File: src/rtl/sparc_exu_byp_eccarb.sv
// sparc_exu_byp_eccarb
//   Shares one two-stage bypass ECC generator among NREQ requesters.
//   A round-robin arbiter picks one requester per cycle and steers its
//   data/mask into the generator. A stage-1 register shadows the
//   generator's internal flop so the returning check bits can be paired
//   with their data, source and tag. A small FIFO then holds the results
//   for the consumer under valid/ready flow control.
//
// Ports
//   clk, rst_l          clock, synchronous active-low reset
//   req_vld/data/msk/tag per-requester request (held until granted)
//   req_gnt             one-hot grant, combinational, in the issue cycle
//   ecc_d, ecc_msk      to generator d/msk (zero when nothing issues)
//   ecc_p               from generator p, valid one cycle after issue
//   out_vld/rdy         result handshake at the buffer head
//   out_p/data/src/tag  head entry contents (zero when empty)
//   busy                something in flight or buffered

// Per-requester steering: gates the requester's fields with its grant so
// the top can OR all lanes together into the generator inputs.
module sparc_exu_byp_eccarb_lane #(
  parameter int TAG_W = 5
) (
  input  logic             gnt,
  input  logic [63:0]      data,
  input  logic [7:0]       msk,
  input  logic [TAG_W-1:0] tag,
  output logic [63:0]      d_sel,
  output logic [7:0]       msk_sel,
  output logic [TAG_W-1:0] tag_sel
);
  assign d_sel   = data & {64{gnt}};
  assign msk_sel = msk & {8{gnt}};
  assign tag_sel = tag & {TAG_W{gnt}};
endmodule

module sparc_exu_byp_eccarb #(
  parameter int NREQ      = 4,
  parameter int TAG_W     = 5,
  parameter int SRC_W     = 2,
  parameter int BUF_DEPTH = 2
) (
  input  logic                       clk,
  input  logic                       rst_l,
  input  logic [NREQ-1:0]            req_vld,
  input  logic [NREQ-1:0][63:0]      req_data,
  input  logic [NREQ-1:0][7:0]       req_msk,
  input  logic [NREQ-1:0][TAG_W-1:0] req_tag,
  output logic [NREQ-1:0]            req_gnt,
  output logic [63:0]                ecc_d,
  output logic [7:0]                 ecc_msk,
  input  logic [7:0]                 ecc_p,
  output logic                       out_vld,
  input  logic                       out_rdy,
  output logic [7:0]                 out_p,
  output logic [63:0]                out_data,
  output logic [SRC_W-1:0]           out_src,
  output logic [TAG_W-1:0]           out_tag,
  output logic                       busy
);

  localparam int PTR_W = (BUF_DEPTH > 1) ? $clog2(BUF_DEPTH) : 1;
  localparam int CNT_W = $clog2(BUF_DEPTH + 1);

  typedef struct packed {
    logic [7:0]       p;
    logic [63:0]      data;
    logic [SRC_W-1:0] src;
    logic [TAG_W-1:0] tag;
  } ent_t;

  // ---------------- state ----------------
  logic [SRC_W-1:0] rr_ptr;
  logic             s1_vld;
  logic [63:0]      s1_data;
  logic [SRC_W-1:0] s1_src;
  logic [TAG_W-1:0] s1_tag;

  ent_t             mem [BUF_DEPTH];
  logic [PTR_W-1:0] wr_ptr, rd_ptr;
  logic [CNT_W-1:0] cnt;

  // ---------------- arbitration ----------------
  logic [NREQ-1:0]  rot;
  logic [SRC_W-1:0] win;
  logic             win_ok;
  logic             room;
  logic             issue;
  logic             push, pop;
  int               win_idx;

  assign out_vld = (cnt != '0);
  assign pop     = out_vld & out_rdy;
  assign push    = s1_vld;

  // Space check counts the in-flight result and credits a same-cycle pop,
  // which is what lets grants resume in the cycle the consumer drains.
  assign room  = (int'(cnt) + int'(s1_vld) - int'(pop)) < BUF_DEPTH;
  assign issue = rst_l & win_ok & room;

  // rot[j] is requester (rr_ptr+1+j) mod NREQ; the lowest set bit wins.
  always_comb begin
    rot     = NREQ'({req_vld, req_vld} >> ({1'b0, rr_ptr} + 1'b1));
    win     = '0;
    win_ok  = 1'b0;
    win_idx = 0;
    for (int j = NREQ - 1; j >= 0; j--) begin
      if (rot[j]) begin
        win_ok  = 1'b1;
        win_idx = int'(rr_ptr) + 1 + j;
        if (win_idx >= NREQ) win_idx = win_idx - NREQ;
        win     = SRC_W'(win_idx);
      end
    end
  end

  always_comb begin
    req_gnt = '0;
    for (int i = 0; i < NREQ; i++)
      req_gnt[i] = issue && (win == SRC_W'(i));
  end

  // ---------------- steering ----------------
  logic [NREQ-1:0][63:0]      lane_d;
  logic [NREQ-1:0][7:0]       lane_msk;
  logic [NREQ-1:0][TAG_W-1:0] lane_tag;
  logic [TAG_W-1:0]           sel_tag;

  for (genvar i = 0; i < NREQ; i++) begin : g_lane
    sparc_exu_byp_eccarb_lane #(.TAG_W(TAG_W)) u_lane (
      .gnt     (req_gnt[i]),
      .data    (req_data[i]),
      .msk     (req_msk[i]),
      .tag     (req_tag[i]),
      .d_sel   (lane_d[i]),
      .msk_sel (lane_msk[i]),
      .tag_sel (lane_tag[i])
    );
  end

  always_comb begin
    ecc_d   = '0;
    ecc_msk = '0;
    sel_tag = '0;
    for (int i = 0; i < NREQ; i++) begin
      ecc_d   = ecc_d | lane_d[i];
      ecc_msk = ecc_msk | lane_msk[i];
      sel_tag = sel_tag | lane_tag[i];
    end
  end

  // ---------------- stage 1 (shadows the generator flop) ----------------
  always_ff @(posedge clk) begin
    if (!rst_l) begin
      s1_vld  <= 1'b0;
      s1_data <= '0;
      s1_src  <= '0;
      s1_tag  <= '0;
      rr_ptr  <= SRC_W'(NREQ - 1);
    end else begin
      s1_vld <= issue;
      if (issue) begin
        s1_data <= ecc_d;
        s1_src  <= win;
        s1_tag  <= sel_tag;
        rr_ptr  <= win;
      end
    end
  end

  // ---------------- result buffer ----------------
  function automatic logic [PTR_W-1:0] ptr_inc(input logic [PTR_W-1:0] p);
    return (p == PTR_W'(BUF_DEPTH - 1)) ? '0 : p + 1'b1;
  endfunction

  always_ff @(posedge clk) begin
    if (!rst_l) begin
      wr_ptr <= '0;
      rd_ptr <= '0;
      cnt    <= '0;
    end else begin
      if (push) wr_ptr <= ptr_inc(wr_ptr);
      if (pop)  rd_ptr <= ptr_inc(rd_ptr);
      case ({push, pop})
        2'b10:   cnt <= cnt + CNT_W'(1);
        2'b01:   cnt <= cnt - CNT_W'(1);
        default: cnt <= cnt;
      endcase
    end
  end

  // Entry storage needs no reset: validity lives in cnt.
  always_ff @(posedge clk) begin
    if (push) mem[wr_ptr] <= '{p: ecc_p, data: s1_data, src: s1_src, tag: s1_tag};
  end

  ent_t head;
  assign head     = mem[rd_ptr];
  assign out_p    = out_vld ? head.p    : '0;
  assign out_data = out_vld ? head.data : '0;
  assign out_src  = out_vld ? head.src  : '0;
  assign out_tag  = out_vld ? head.tag  : '0;

  assign busy = s1_vld | out_vld;

  a_no_overflow: assert property (@(posedge clk) disable iff (!rst_l)
    !(push && (cnt == CNT_W'(BUF_DEPTH)) && !pop));

endmodule
File: config.mk
export PLATFORM = sky130hd
export DESIGN_NAME = sparc_exu_byp_eccarb
export DESIGN_NICKNAME = d
export VERILOG_FILES = /design/src/rtl/sparc_exu_byp_eccarb.sv
export SDC_FILE = /design/constraint.sdc
export NUM_CORES = 1
export LEC_CHECK = 0
export BUFFER_PORTS_ARGS = -buffer_cell sky130_fd_sc_hd__buf_2
export CAP_MARGIN = 25
export CORE_ASPECT_RATIO = 0.6
export CORE_MARGIN = 8
export CORE_UTILIZATION = 45
export CTS_CLUSTER_SIZE = 20
export DETAILED_ROUTE_END_ITERATION = 7
export PLACE_DENSITY = 0.82
export REMOVE_ABC_BUFFERS = 1
export SYNTH_ARGS = -nofsm -noshare
export SYNTH_HDL_FRONTEND = slang
export SYNTH_SLANG_ARGS = --single-unit
File: constraint.sdc
create_clock -name clk -period 4.6 [get_ports clk]
set_input_delay 0.23 -clock clk [delete_from_list [all_inputs] [get_ports clk]]
set_output_delay 0.23 -clock clk [all_outputs]
set_load 0.005 [all_outputs]
### Word-level counts from Yosys, hierarchy flattened

Memory sizes are Yosys's and may differ from the RTL's. A register that Yosys moved wholly into a read port is not among the register bits.
Cells that the tools add are included.

| word-level totals | value |
|---|---|
| bits in registers | 78 |
| memory bits (writable) | 158 |
| bits of input ports | 323 |
| word-level logic and storage cells | 90 |
| memories kept | 1 |

| operators by class | value |
|---|---|
| add/subtract/negate cells | 15 |
| $lt $le $gt $ge | 5 |
| equal/unequal tests | 5 |
| shifts and indexed selects | 1 |
| mux-type cells | 23 |
| bitwise operators | 25 |
| reductions and logical operators | 7 |

Memories:

| memory | depth | bits a word | read ports | clocked after Yosys merged registers in | wr ports | line | source |
|---|---|---|---|---|---|---|---|
| mem | 2 | 79 | 1 | 1 | 1 | 79 | `ent_t mem [BUF_DEPTH];` |

Operators by type and width:

| operator | number |
|---|---|
| 64-bit AND | 4 |
| 64-bit bitwise OR | 3 |
| 64-bit two-way mux | 1 |
| 8-bit AND | 4 |
| 8-bit bitwise OR | 3 |
| 5-bit AND | 4 |
| 2-bit two-way mux | 9 |
| 5-bit bitwise OR | 3 |
| 4-bit by 3-bit greater-or-equal comparator with 1-bit output (second input constant) | 3 |
| 1-bit two-way mux | 10 |
| 2-bit by 1-bit subtractor with 2-bit output (second input constant) | 5 |
| 3-bit by 2-bit adder with 4-bit output (second input constant) | 2 |
| 8-bit two-way mux | 1 |
| 8-bit by 3-bit right shift with 4-bit output | 1 |
| 2-bit by 1-bit adder with 3-bit output (second input constant) | 2 |
| 2-bit equality test (second input constant) | 3 |
| 5-bit two-way mux | 1 |
| 3-bit by 1-bit adder with 4-bit output (second input constant) | 1 |
| 2-bit by 1-bit equality test with 1-bit output (second input constant) | 2 |
| 1-bit logical AND | 4 |
| 4-bit by 3-bit < comparator with 1-bit output (second input constant) | 1 |
| 2-bit one-hot mux with 2 select lines | 1 |
| 2-bit nonzero test | 2 |
| 3-bit by 1-bit subtractor with 4-bit output | 1 |
| 7 further kinds | 10 |

### Longest topological paths before layout

Gate-level depths: netlist of run 1.

| depth | value |
|---|---|
| word-level depth | 14 |
| depth in mapped cells | 12 |

### Hierarchy

Synthesis of run 1 repeated with hierarchy kept, for this count alone.

| second synthesis, totals | value |
|---|---|
| cells, all modules | 1,048 |
| area, all modules | 11,776.3 um^2 |

By module, submodules not included:

| module | times used | cells each | area an instance (um^2) | seq. area each (um^2) |
|---|---|---|---|---|
| sparc_exu_byp_eccarb | 1 | 708 | 9,589.2 | 6,326.1 |
| sparc_exu_byp_eccarb_lane | 4 | 85 | 546.8 | 0.0 |

### Least setup slack after synthesis of run 1

Ideal clock, no wire load.

| path | value |
|---|---|
| path type | register -> register |
| from | register s1_vld (netlist: push) |
| to | memory mem[0][0] (netlist bit) (enable) |
| setup time | 0.527 ns |
| arrival | 4.137 ns |
| data required time | 4.073 ns |
| setup slack | -0.064 ns |
| cell stages (with the launch flop) | 3 |
| period minus slack after synthesis | 4.664 ns |
| cell sequence | dfxtp_1 clkbuf_1 nor2b_1 |

| on the way | value |
|---|---|
| word-level cells in the longest chain between the ends | 2 |

RTL lines:

| what | line | source |
|---|---|---|
| from (decl) | 74 | `logic s1_vld;` |
| from (signal assigned) | 161 | `s1_vld <= issue;` |
| 1-bit two-way mux | 194 | `if (push) mem[wr_ptr] <= '{p: ecc_p, data: s1_data, src: s1_src, tag: s1_tag};` |
| 1-bit two-way mux (implied by the code) | 194 |  |
| to (decl) | 79 |  |

Every way passes these cells.

### Worst setup path in the final report of run 1

| path | value |
|---|---|
| from | register cnt[1] |
| to | output ecc_d[5] |

| on the way | value |
|---|---|
| word-level cells in the longest chain between the ends | 10 |
| elaborated cells between the ends (all ways) | 17 |

RTL lines:

| what | line | source |
|---|---|---|
| from (decl) | 81 | `logic [CNT_W-1:0] cnt;` |
| from (signal assigned) | 185 | `2'b10: cnt <= cnt + CNT_W'(1);` |
| from (signal assigned) | 186 | `2'b01: cnt <= cnt - CNT_W'(1);` |
| from (signal assigned) | 187 | `default: cnt <= cnt;` |
| branches (longest 2 deep; another with 2-bit by 1-bit adder with 3-bit output) | - |  |
| 3-bit by 1-bit subtractor with 4-bit output (*) | 98 | `assign room = (int'(cnt) + int'(s1_vld) - int'(pop)) < BUF_DEPTH;` |
| 4-bit by 3-bit < comparator with 1-bit output (*) | 98 |  |
| 1-bit AND (*) | 99 | `assign issue = rst_l & win_ok & room;` |
| 1-bit logical AND | 120 | `req_gnt[i] = issue && (win == SRC_W'(i));` |
| 64-bit AND | 32 | `assign d_sel = data & {64{gnt}};` |
| 64-bit bitwise OR (2 in a row) | 146 | `ecc_d = ecc_d \| lane_d[i];` |
| 64-bit bitwise OR (*) | 146 |  |
| to (decl) | 50 | `output logic [63:0] ecc_d,` |

Mark *: on every way between the ends.

==> results of run 1 <==
## cell usage after synthesis, types with 3 or more instances
cell,count
inv_1,4
edfxtp_1,158
mux4_2,8
a31oi_1,4
nor2b_1,3
nand2b_1,4
nor2_1,88
a221oi_1,58
buf_4,12
a221oi_2,69
and3_1,4
o21ai_0,4
a21oi_1,8
dfxtp_1,79
mux2i_1,79
buf_1,6
nor3_1,66
clkbuf_1,56
mux2_2,3
nand2_1,23
and2_1,139
buf_2,35
nand3_1,71
buf_6,7
o31ai_1,64
## report_power, final
group          internal, mW  switching, mW  leakage (nW)  total (mW)
clock                  1.14          0.785         0.366        1.93
sequential             2.97          0.333          2.14        3.31
combinational          1.75           2.87          3.87        4.62
## area by class of cell
| class | instances | share of cell area [%] |
|---|---|---|
| Sequential cell | 237 | 40.09 |
| Clock inverter | 10 | 0.8796 |
| Timing Repair Buffer | 510 | 17.15 |
| Multi-Input combinational cell | 725 | 34.75 |
| Tap cell | 367 | 2.908 |
| Inverter | 6 | 0.1426 |
| Antenna cell | 4 | 0.06339 |
| Clock buffer | 31 | 4.025 |
## logic make-up after synthesis
group                      share of synthesized area [%]
and+or+nand+nor                                    17.19
DFF                                                51.15
AOI/OAI and AO/OA                                  18.22
buffers and inverters                              4.846
muxes                                              8.123
xor gates and xnor gates                          0.2125
adders and majority gates                         0.2630
## layer usage
metal / share of wire (%) / wire length [um] / GRT usage [%] / vias to the layer above
met4: 3.8 / 1535 / 9.967 / 4
met3: 8.6 / 3498 / 6.407 / 98
li1: - / - / - / 5018
met5: 0.066 / 27 / 0 / -
met1: 39 / 16060 / 28.24 / 5260
met2: 48 / 19620 / 38.42 / 526
## sequential cells by signal (all words and copies together), names as in the netlist, named ones only
register,count
rr_ptr,2
s1_src,2
wr_ptr,1
cnt,2
push,1
mem,158
rd_ptr,1
s1_data,64
s1_tag,5
## stage by stage
stage          instances  setup slack, ns  total power, mW  hold WS [ns]
6_report            1890           0.9405            9.855       0.02151
4_1_cts             1886           0.9148            9.899      0.001297
5_1_grt             1890           0.7299            10.46       0.02843
3_3_place_gp        1834            1.568            7.784        0.4199
3_5_place_dp        1834            1.489            7.928        0.4244
2_1_floorplan        968           -5.725            6.001        0.3062
## worst max-delay path, cell delays in order (launching register included)
cell and delay, ns:
dfxtp_1 0.52, nor2_4 0.07, inv_1 0.08, nand2_1 0.07
or2_2 0.31, inv_1 0.09, fa_1 0.42, nand4_1 0.17
buf_12 0.57, buf_4 0.36, nor3_1 0.09, buf_2 0.14
## path summary, 6_finish.rpt
check	cells past startpoint	to	start	slack, ns
setup / recovery	11	ecc_d[5]	cnt[1]$_SDFFE_PN0N_	0.94
hold reg to reg	0	mem[0][54]$_DFFE_PP_	s1_data[47]$_SDFFE_PN0P_	0.45
setup reg to reg	11	s1_data[52]$_SDFFE_PN0P_	cnt[1]$_SDFFE_PN0N_	1.61
hold / removal	3	s1_tag[2]$_SDFFE_PN0P_	req_tag[7]	0.02
## cell usage in the layout, fill, tap and decap left out, types with 3 or more instances in the layout
cell type / n
and2_1: 137
o21ai_0: 4
inv_1: 4
clkinvlp_4: 4
nor3_1: 66
diode_2: 4
dlygate4sd3_1: 11
nor2_1: 87
a221oi_1: 58
and3_1: 4
nand2b_1: 4
mux2_2: 3
clkbuf_8: 3
dfxtp_1: 78
a21oi_1: 8
mux2i_1: 79
buf_12: 4
edfxtp_1: 158
nand3_1: 71
nand2_1: 23
buf_4: 16
clkbuf_1: 5
clkbuf_16: 23
mux4_2: 8
a221oi_2: 69
a31oi_1: 4
buf_2: 479
bufinv_16: 3
o31ai_1: 64
==> run metrics, run 1 <==
CTS tree=built; max cap viols=0; Synth Flop Type=edfxtp_1; Num CTS Buffers=23; Iter 0 DRT Violations=736; CP required=4.37 ns; crit end category=output port; DR vias/cell=5.770; final antenna-violating net count=0; post-synthesis instance area=0.01237 sq mm; Post-synth EDFFs=158; sequential-to-total area share from yosys stat=51.15%; DRC=0; #FFs+latches synth=237; RePlAce Congestion=0.8632; Tcrit/Tclk final=79.55%; routed len/inst=21.56 um; post-synthesis area per instance=11.41 sq um; number of port buffers=479; setup TNS=0 ns; RSZ-0062 raised after global routing=no; Post-DP HPWL=29.45 mm; PwrDens=624.1 mW/mm^2; vias in the first global route=11,080; outcome=completed; Reg area=0.006330 sq mm; Clock Path Buffers=3; initial antenna violation count=7; drt total wl=40.75 mm; Pins Over Slew Limit=0; Period minus WS final=3.659 ns; share of cells above drive strength 1=41.61%; drt first pass iters=6; hold_buf cts=11; Gate Count Post-Synth=1,084; clock network latency to the later pin of the worst-skew pair=0.51 ns; Leak Pwr=6.372 nW; max frequency=0.2733 GHz; final hold vios=0; Num Clock Sinks=237; largest area contributor in the netlist=edfxtp_1; number of distinct library cells after synthesis=51; global-route wire length before repair=61.71 mm; P&R area growth vs syn=27.67%; # IOs=480; share of async-settable or async-resettable flops after synthesis=0%; Design Area, Final=0.01579 sq mm; Die Y=144.4 um; CP arrival=3.43 ns; multi-input logic area=0.005487 sq mm; Yosys top cell area share=38.36%; Max-Slew Margin vs Limit=33.55%; post-CTS setup buffer count=0; gr usage total=23.14%; worst clock skew=0.02181 ns; worst hold-check path type=input port to flop; Filler cells=2,274; YS warnings=0; Crit Path Class=flop to output port; worst-margin pin slew=0.9968 ns; Die ar.=0.03322 sq mm; Die Span X=230.0 um; final setup fails=0; post-layout util=57.87%; DR vias=10,910; area of the core=0.02729 sq mm; CTS resizes=0; critical path peak fanout=182; Peak VDD IR=0.8227 mV; Starting Density=45.33%; crit start category=flop; largest net degree at the start of global routing=183; cell chosen for the clock root=clkbuf_16; Remaining Overflow, GRT=0; clock slew at reported path FFs=0.06 ns; Synth area leaders=edfxtp_1 (38%), dfxtp_1 (13%), a221oi_2 (8.4%); # rows=47; depth of the CTS H-tree=1; final layout net count=1,828; DP Area=0.01490 sq mm
(Power assumes the default switching activity.)
==> run 2: changes to the inputs <==
--- a/config.mk
+++ b/config.mk
@@ -5,14 +5,15 @@
 export SDC_FILE = /design/constraint.sdc
 export NUM_CORES = 1
 export LEC_CHECK = 0
+export ABC_AREA = 1
 export BUFFER_PORTS_ARGS = -buffer_cell sky130_fd_sc_hd__buf_2
 export CAP_MARGIN = 25
 export CORE_ASPECT_RATIO = 0.6
 export CORE_MARGIN = 8
-export CORE_UTILIZATION = 45
+export CORE_UTILIZATION = 44
 export CTS_CLUSTER_SIZE = 20
 export DETAILED_ROUTE_END_ITERATION = 7
-export PLACE_DENSITY = 0.82
+export PLACE_DENSITY = 0.81
 export REMOVE_ABC_BUFFERS = 1
 export SYNTH_ARGS = -nofsm -noshare
 export SYNTH_HDL_FRONTEND = slang
==> constraint.sdc (replaced) <==
create_clock -name clk -period 3.2 [get_ports clk]
set_input_delay 0.16 -clock clk [delete_from_list [all_inputs] [get_ports clk]]
set_output_delay 0.16 -clock clk [all_outputs]
set_load 0.005 [all_outputs]
==> run 2 against run 1 <==
  * The flow now finishes with violations (setup timing)
  * Non-clock buffer count is 131 higher
  * Via count is 19% higher
  * First-iteration DRC count is 68% higher
  * Sequential cell count stayed put
  * Utilization is 8.7 points higher
  * Synthesized cell count is 30% higher
  * Clock power is 51% higher
  * Die area is 3.2% lower
  * Wire length is 25% higher
  * Register-to-register slack worse by 1.5 ns
  * Synthesized area is 5.7% lower
  * Sequential share of layout area is 3.8 points lower
  * Largest cell class unchanged
  * Highest routed layer is now met4
==> run metrics, run 2 <==
outcome=finished with violations; failing checks=setup timing; area of the core=0.02625 sq mm (-3.8%); DP Area=0.01439 sq mm (-3.4%); Largest regs=mem (158), s1_data (64), s1_tag (5); Clock Path Buffers=3 (unchanged); Period minus WS final=3.587 ns; max frequency=0.2788 GHz; cell chosen for the clock root=clkbuf_16; total design power=18.46 mW (+87%); final setup fails=74 (+74); pre-CTS setup slack=-0.1450 ns (-1.634 ns); crit end category=output port; CP required=3.04 ns (-1.33 ns); Synth area leaders=edfxtp_1 (41%), nand2_1 (14%), dfxtp_1 (14%); Die ar.=0.03216 sq mm (-3.2%); vias in the first global route=12,260 (+11%); Gate Count Post-Synth=1,407 (+30%); number of port buffers=479 (unchanged); max reg flops=158 (unchanged); post-synthesis instance area=0.01167 sq mm (-5.7%); post-synthesis area per instance=8.293 sq um (-27%); xor/xnor share of the synthesized area=0.2252% (+0.013 points); Max-Slew Margin vs Limit=29.75% (-3.8 points); # rows=46 (-2.1%); setup TNS=-17.36 ns (-17.36 ns); max cap viols=0 (unchanged); Crit Path Class=flop to output port; Post-Synth Simple-Gate Area=30.80% (+14 points); CTS tree=built; gr usage total=27.59% (+4.4 points); Num CTS Buffers=24 (+4.3%); Tcrit/Tclk final=112.1%; Synth Area in Adders=0.2788% (+0.016 points); clock slew at reported path FFs=0.06 ns (about the same); final layout net count=2,288 (+25%); post-layout util=66.55% (+8.7 points); P&R area growth vs syn=49.69%; Synth Flop Type=edfxtp_1; DR vias/cell=5.545 (-3.9%); final worst slack=-0.3867 ns (-1.327 ns); # IOs=480 (unchanged); final hold slack=0.01198 ns (-0.009526 ns); Post-synth EDFFs=158 (unchanged); worst hold-check path type=input port to flop; global-route wire length before repair=69.51 mm (+13%); DRC=0 (unchanged); crit start category=flop; drt first pass iters=5 (-1); critical path peak fanout=2 (-99%); largest net degree at the start of global routing=104 (-43%); largest family of logic cells by synthesized area=simple AND/OR/NAND/NOR gates; Peak VDD IR=0.8510 mV (+3.4%); most numerous cell in the Yosys netlist=nand2_1; clock network latency to the later pin of the worst-skew pair=0.52 ns (about the same); Die Y=142.1 um (-1.6%); CP arrival=3.43 ns (about the same); Synth top cells by count=nand2_1 (425), nand3_1 (212), edfxtp_1 (158); RSZ-0062 raised after global routing=yes; Yosys top cell area share=40.66% (+2.3 points); Die Span X=226.2 um (-1.6%); leading cell type in the layout, fill and taps excluded=buf_2; most frequent cells in the layout=buf_2 (470), nand2_1 (379), edfxtp_1 (158); final antenna-violating net count=0 (unchanged); #FFs+latches synth=237 (unchanged); Pins Over Slew Limit=0 (unchanged); share of cells above drive strength 1=43.01% (+1.4 points); YS warnings=0 (unchanged); RePlAce Congestion=0.9641 (+12%); final hold vios=0 (unchanged); fin cells=2,344 (+24%); Iter 0 DRT Violations=1,239 (+68%); worst clock skew=0.01099 ns (-0.01082 ns); Top reg by flops=mem; initial antenna violation count=2 (-5); Leak Pwr=8.362 nW (+31%); DR vias=13,000 (+19%); Design Area, Final=0.01747 sq mm (+11%); depth of the CTS H-tree=1 (unchanged); worst-margin pin slew=1.054 ns (+0.05696 ns); Starting Density=44.46% (-0.87 points); share of async-settable or async-resettable flops after synthesis=0% (unchanged); mux contribution to synthesized area=0% (-8.1 points); post-synthesis compound-gate area fraction=7.066% (-11 points); sequential-to-total area share from yosys stat=54.21% (+3.1 points); Remaining Overflow, GRT=0 (unchanged); number of distinct library cells after synthesis=30 (-41%); drt total wl=50.81 mm (+25%); Post-DP HPWL=30.78 mm (+4.5%); DP Cell Count=2,174 (+19%); Num Clock Sinks=237 (unchanged); largest area contributor in the netlist=edfxtp_1; PwrDens=1057 mW/mm^2 (+69%); routed len/inst=21.68 um (+0.55%)
==> run 2: changes by cell type after synthesis, sizes merged, moves of 76 or more <==
cell    before  now
and2       139    0
mux2i       79    0
inv          5   81
nand2       23  432
nand3       72  216
a221oi     127    0
a21oi        8  147
==> run 2: metal layers <==
layer	vias up	track usage, %	wire length [um]
met1	6174	34.68	19680
met3	125	6.359	5422
met2	801	46.37	23650
met5	-	0	0
li1	5897	-	-
met4	0	9.550	2053
==> run 2: kinds of logic after synthesis <==
kind of cell               count (synthesis)
DFF                                      237
buffers and inverters                    192
adders and majority gates                  2
AOI/OAI and AO/OA                        161
and+or+nand+nor                          812
xor gates and xnor gates                   3
==> run 2: layout make-up <==
cell class                      count  area [sq um]
Tap cell                          360         450.4
Fill cell                        2053          8778
Clock buffer                       31         668.1
Antenna cell                        3         7.507
Inverter                           81         315.3
Multi-Input combinational cell    978          5149
Clock inverter                     13         148.9
Sequential cell                   237          6332
Timing Repair Buffer              641          4395
==> run 2: power by group <==
part / switching, mW / internal, mW
sequential: 0.347 / 4.07
clock: 1.19 / 1.72
combinational: 6.71 / 4.42
total: 8.24 / 10.2
==> run 2: critical path, cell delays in order, from the launching register on <==
cell,delay [ns]
dfxtp_2,0.33
nor2_4,0.11
inv_2,0.06
buf_4,0.12
buf_4,0.12
buf_4,0.12
buf_4,0.12
buf_4,0.12
buf_4,0.12
buf_4,0.12
buf_4,0.12
buf_4,0.12
buf_4,0.12
buf_4,0.13
buf_4,0.12
buf_4,0.12
buf_4,0.13
buf_4,0.12
buf_4,0.12
buf_4,0.12
buf_4,0.12
buf_4,0.13
buf_6,0.11
==> run 2: worst paths after layout <==
kind,cells past startpoint,slack (ns),startpoint,to
max,22,-0.39,cnt[1]$_SDFFE_PN0N_,out_vld
min,3,0.01,rst_l,cnt[1]$_SDFFE_PN0N_
max reg2reg,24,0.13,cnt[1]$_SDFFE_PN0N_,cnt[1]$_SDFFE_PN0N_
min reg2reg,0,0.45,s1_tag[1]$_SDFFE_PN0P_,mem[1][1]$_DFFE_PP_
==> run 2: what timing repair did <==
action,in CTS,in global routing
endpoints found under the hold margin,23,0
hold buffers,21,0
pin swaps,49,56
endpoints found under the setup margin,80,83
buffers inserted,76,12
cloned,8,17
resized for setup,98,128
==> run 3: changes to the inputs <==
==> config.mk (replaced) <==
export PLATFORM = sky130hd
export DESIGN_NAME = sparc_exu_byp_eccarb
export DESIGN_NICKNAME = d
export VERILOG_FILES = /design/src/rtl/sparc_exu_byp_eccarb.sv
export SDC_FILE = /design/constraint.sdc
export NUM_CORES = 1
export LEC_CHECK = 0
export ABC_AREA = 1
export CAP_MARGIN = 25
export CORE_AREA = 8 8 179 181
export CTS_CLUSTER_SIZE = 20
export DETAILED_ROUTE_END_ITERATION = 7
export DIE_AREA = 0 0 187 189
export DONT_BUFFER_PORTS = 1
export PLACE_DENSITY = 0.6
export REMOVE_ABC_BUFFERS = 1
export SYNTH_ARGS = -nofsm -noshare
export SYNTH_HDL_FRONTEND = slang
export SYNTH_SLANG_ARGS = --single-unit
==> run 3 against run 2 <==
  * The run still ends with setup timing left
  * Critical path type unchanged
  * Maximum frequency rose by 3.5%
  * Highest routed layer unchanged
  * Largest power group unchanged
  * First-iteration DRC count fell by 7.4%
  * Wire length fell by 5.4%
  * Power fell by 8.6%
==> run metrics, run 3 (synthesized netlist as in run 2, its figures left out) <==
Starting Density=39.90% (-4.6 points); setup TNS=-15.38 ns (+1.986 ns); # rows=63 (+37%); routed len/inst=23.21 um (+7.1%); leading cell type in the layout, fill and taps excluded=nand2_1; Period minus WS final=3.464 ns (-0.1223 ns); worst hold-check path type=input port to flop; Peak VDD IR=0.8228 mV (-3.3%); Largest regs=mem (158), s1_data (64), s1_tag (5); Num Clock Sinks=237 (unchanged); FF-to-FF path depth=23 (-4.2%); final setup fails=74 (unchanged); crit start category=flop; reg2reg setup slack=0.13 ns (about the same); multi-input logic area=0.004977 sq mm (-3.3%); failing checks=setup timing; initial antenna violation count=3 (+1); clock slew at reported path FFs=0.06 ns (about the same); launch point of the worst path=cnt[0]$_SDFFE_PN0N_; Filler cells=2,360 (+15%); Pins Over Slew Limit=0 (unchanged); Crit Path Class=flop to output port; Die Y=189 um (+33%); Design Area, Final=0.01674 sq mm (-4.2%); RR Startpoint=cnt[0]$_SDFFE_PN0N_; RePlAce Congestion=0.8359 (-13%); Num CTS Buffers=26 (+8.3%); crit end category=output port; fin cells=2,070 (-12%); # IOs=480 (unchanged); final antenna-violating net count=0 (unchanged); largest net degree at the start of global routing=81 (-22%); depth of the CTS H-tree=1 (unchanged); Top reg by flops=mem; cell chosen for the clock root=clkbuf_16; drt first pass iters=6 (+1); clock network latency to the later pin of the worst-skew pair=0.53 ns (about the same); max reg flops=158 (unchanged); HP Start=req_data[27]; PwrDens=1009 mW/mm^2 (-4.6%); final layout net count=1,979 (-14%); max frequency=0.2887 GHz (+3.5%); max cap viols=0 (unchanged); Worst Hold Depth=4 (+1); DR vias=11,960 (-8.0%); critical path peak fanout=18 (+16); Max-Slew Margin vs Limit=28.05% (-1.7 points); final worst slack=-0.2644 ns (+0.1223 ns); Die Span X=187 um (-17%); worst hold endpoint=s1_data[27]$_SDFFE_PN0P_; Iter 0 DRT Violations=1,147 (-7.4%); final hold slack=0.02301 ns (+0.01103 ns); DR vias/cell=5.779 (+4.2%); DP Cell Count=1,718 (-21%); CTS tree=built; DP Area=0.01202 sq mm (-16%); worst clock skew=0.01252 ns (+0.001527 ns); RSZ-0062 raised after global routing=yes; share of cells above drive strength 1=18.76% (-24 points); global-route wire length before repair=69.39 mm (-0.17%); vias in the first global route=12,110 (-1.2%); total design power=16.88 mW (-8.6%); area of the core=0.02924 sq mm (+11%); post-layout util=57.23% (-9.3 points); gr usage total=24.80% (-2.8 points); most frequent cells in the layout=nand2_1 (391), dlygate4sd3_1 (239), nand3_1 (174); Tcrit/Tclk final=108.3% (-3.8 points); Leak Pwr=6.910 nW (-17%); Reg area=0.006332 sq mm (unchanged); CP arrival=3.30 ns (-0.13 ns); pre-CTS setup slack=-0.01933 ns (+0.1257 ns); P&R area growth vs syn=43.44%; worst-margin pin slew=1.079 ns (+0.02547 ns); outcome=finished with violations; CP required=3.04 ns (about the same); Remaining Overflow, GRT=0 (unchanged); Die ar.=0.03534 sq mm (+9.9%); Post-DP HPWL=25.48 mm (-17%); drt total wl=48.05 mm (-5.4%); Clock Path Buffers=3 (unchanged); reg2reg end=s1_tag[3]$_SDFFE_PN0P_; DRC=0 (unchanged); number of port buffers=0 (-100%); final hold vios=0 (unchanged)
## run 3: layout make-up
| cell class | count | share of cell area (%) |
|---|---|---|
| multi-input cells | 979 | 29.74 |
| diodes | 6 | 0.08971 |
| repair buffers | 329 | 21.89 |
| well taps | 390 | 2.915 |
| clock buffers | 38 | 4.822 |
| inverters | 81 | 1.899 |
| clock inverters | 10 | 0.8148 |
| flip-flops and latches | 237 | 37.83 |
## run 3: critical path, stage by stage (launching register included)
cell and delay [ns]:
dfxtp_2 0.33, nor2_4 0.11, inv_2 0.06, nand2_4 0.08, buf_6 0.10, nand2_4 0.04, nand2_4 0.07, nand2_2 0.05
fa_1 0.47, nand2_1 0.06, a21oi_2 0.13, o21ai_2 0.08, o21bai_4 0.21, buf_12 0.14, nor2_4 0.13, buf_12 0.13
buf_12 0.17, nand3_1 0.12, nand2_2 0.12, nor2_1 0.07, inv_1 0.08
## run 3: how the worst max path moves through the flow
stage	to	depth (start not counted)
2_1_floorplan	ecc_msk[0]	16
3_3_place_gp	ecc_d[27]	18
3_5_place_dp	ecc_d[56]	18
4_1_cts	ecc_d[10]	21
5_1_grt	ecc_d[12]	21
6_report	ecc_d[9]	20
## run 3: power by group
part / switching, mW / internal (mW)
Clock: 1.21 / 1.99
Combinational: 6.16 / 3.18
Sequential: 0.263 / 4.07
## run 3: metal layers
metal,part of all wire [%],global-route usage (%),up-vias
met5,0,0,-
met4,6.8,16.04,0
met3,10,6.696,220
met2,48,42.63,896
met1,35,26.83,5570
li1,-,-,5277
## run 3: repair_timing
| item | in CTS | in global routing |
|---|---|---|
| setup buffers | 37 | 10 |
| resized for setup | 113 | 79 |
| cloned | 13 | 4 |
| endpoints found under the setup margin | 76 | 79 |
| pin swaps | 60 | 42 |
| hold buffers | 238 | 1 |
| hold endpoints to repair | 81 | 1 |
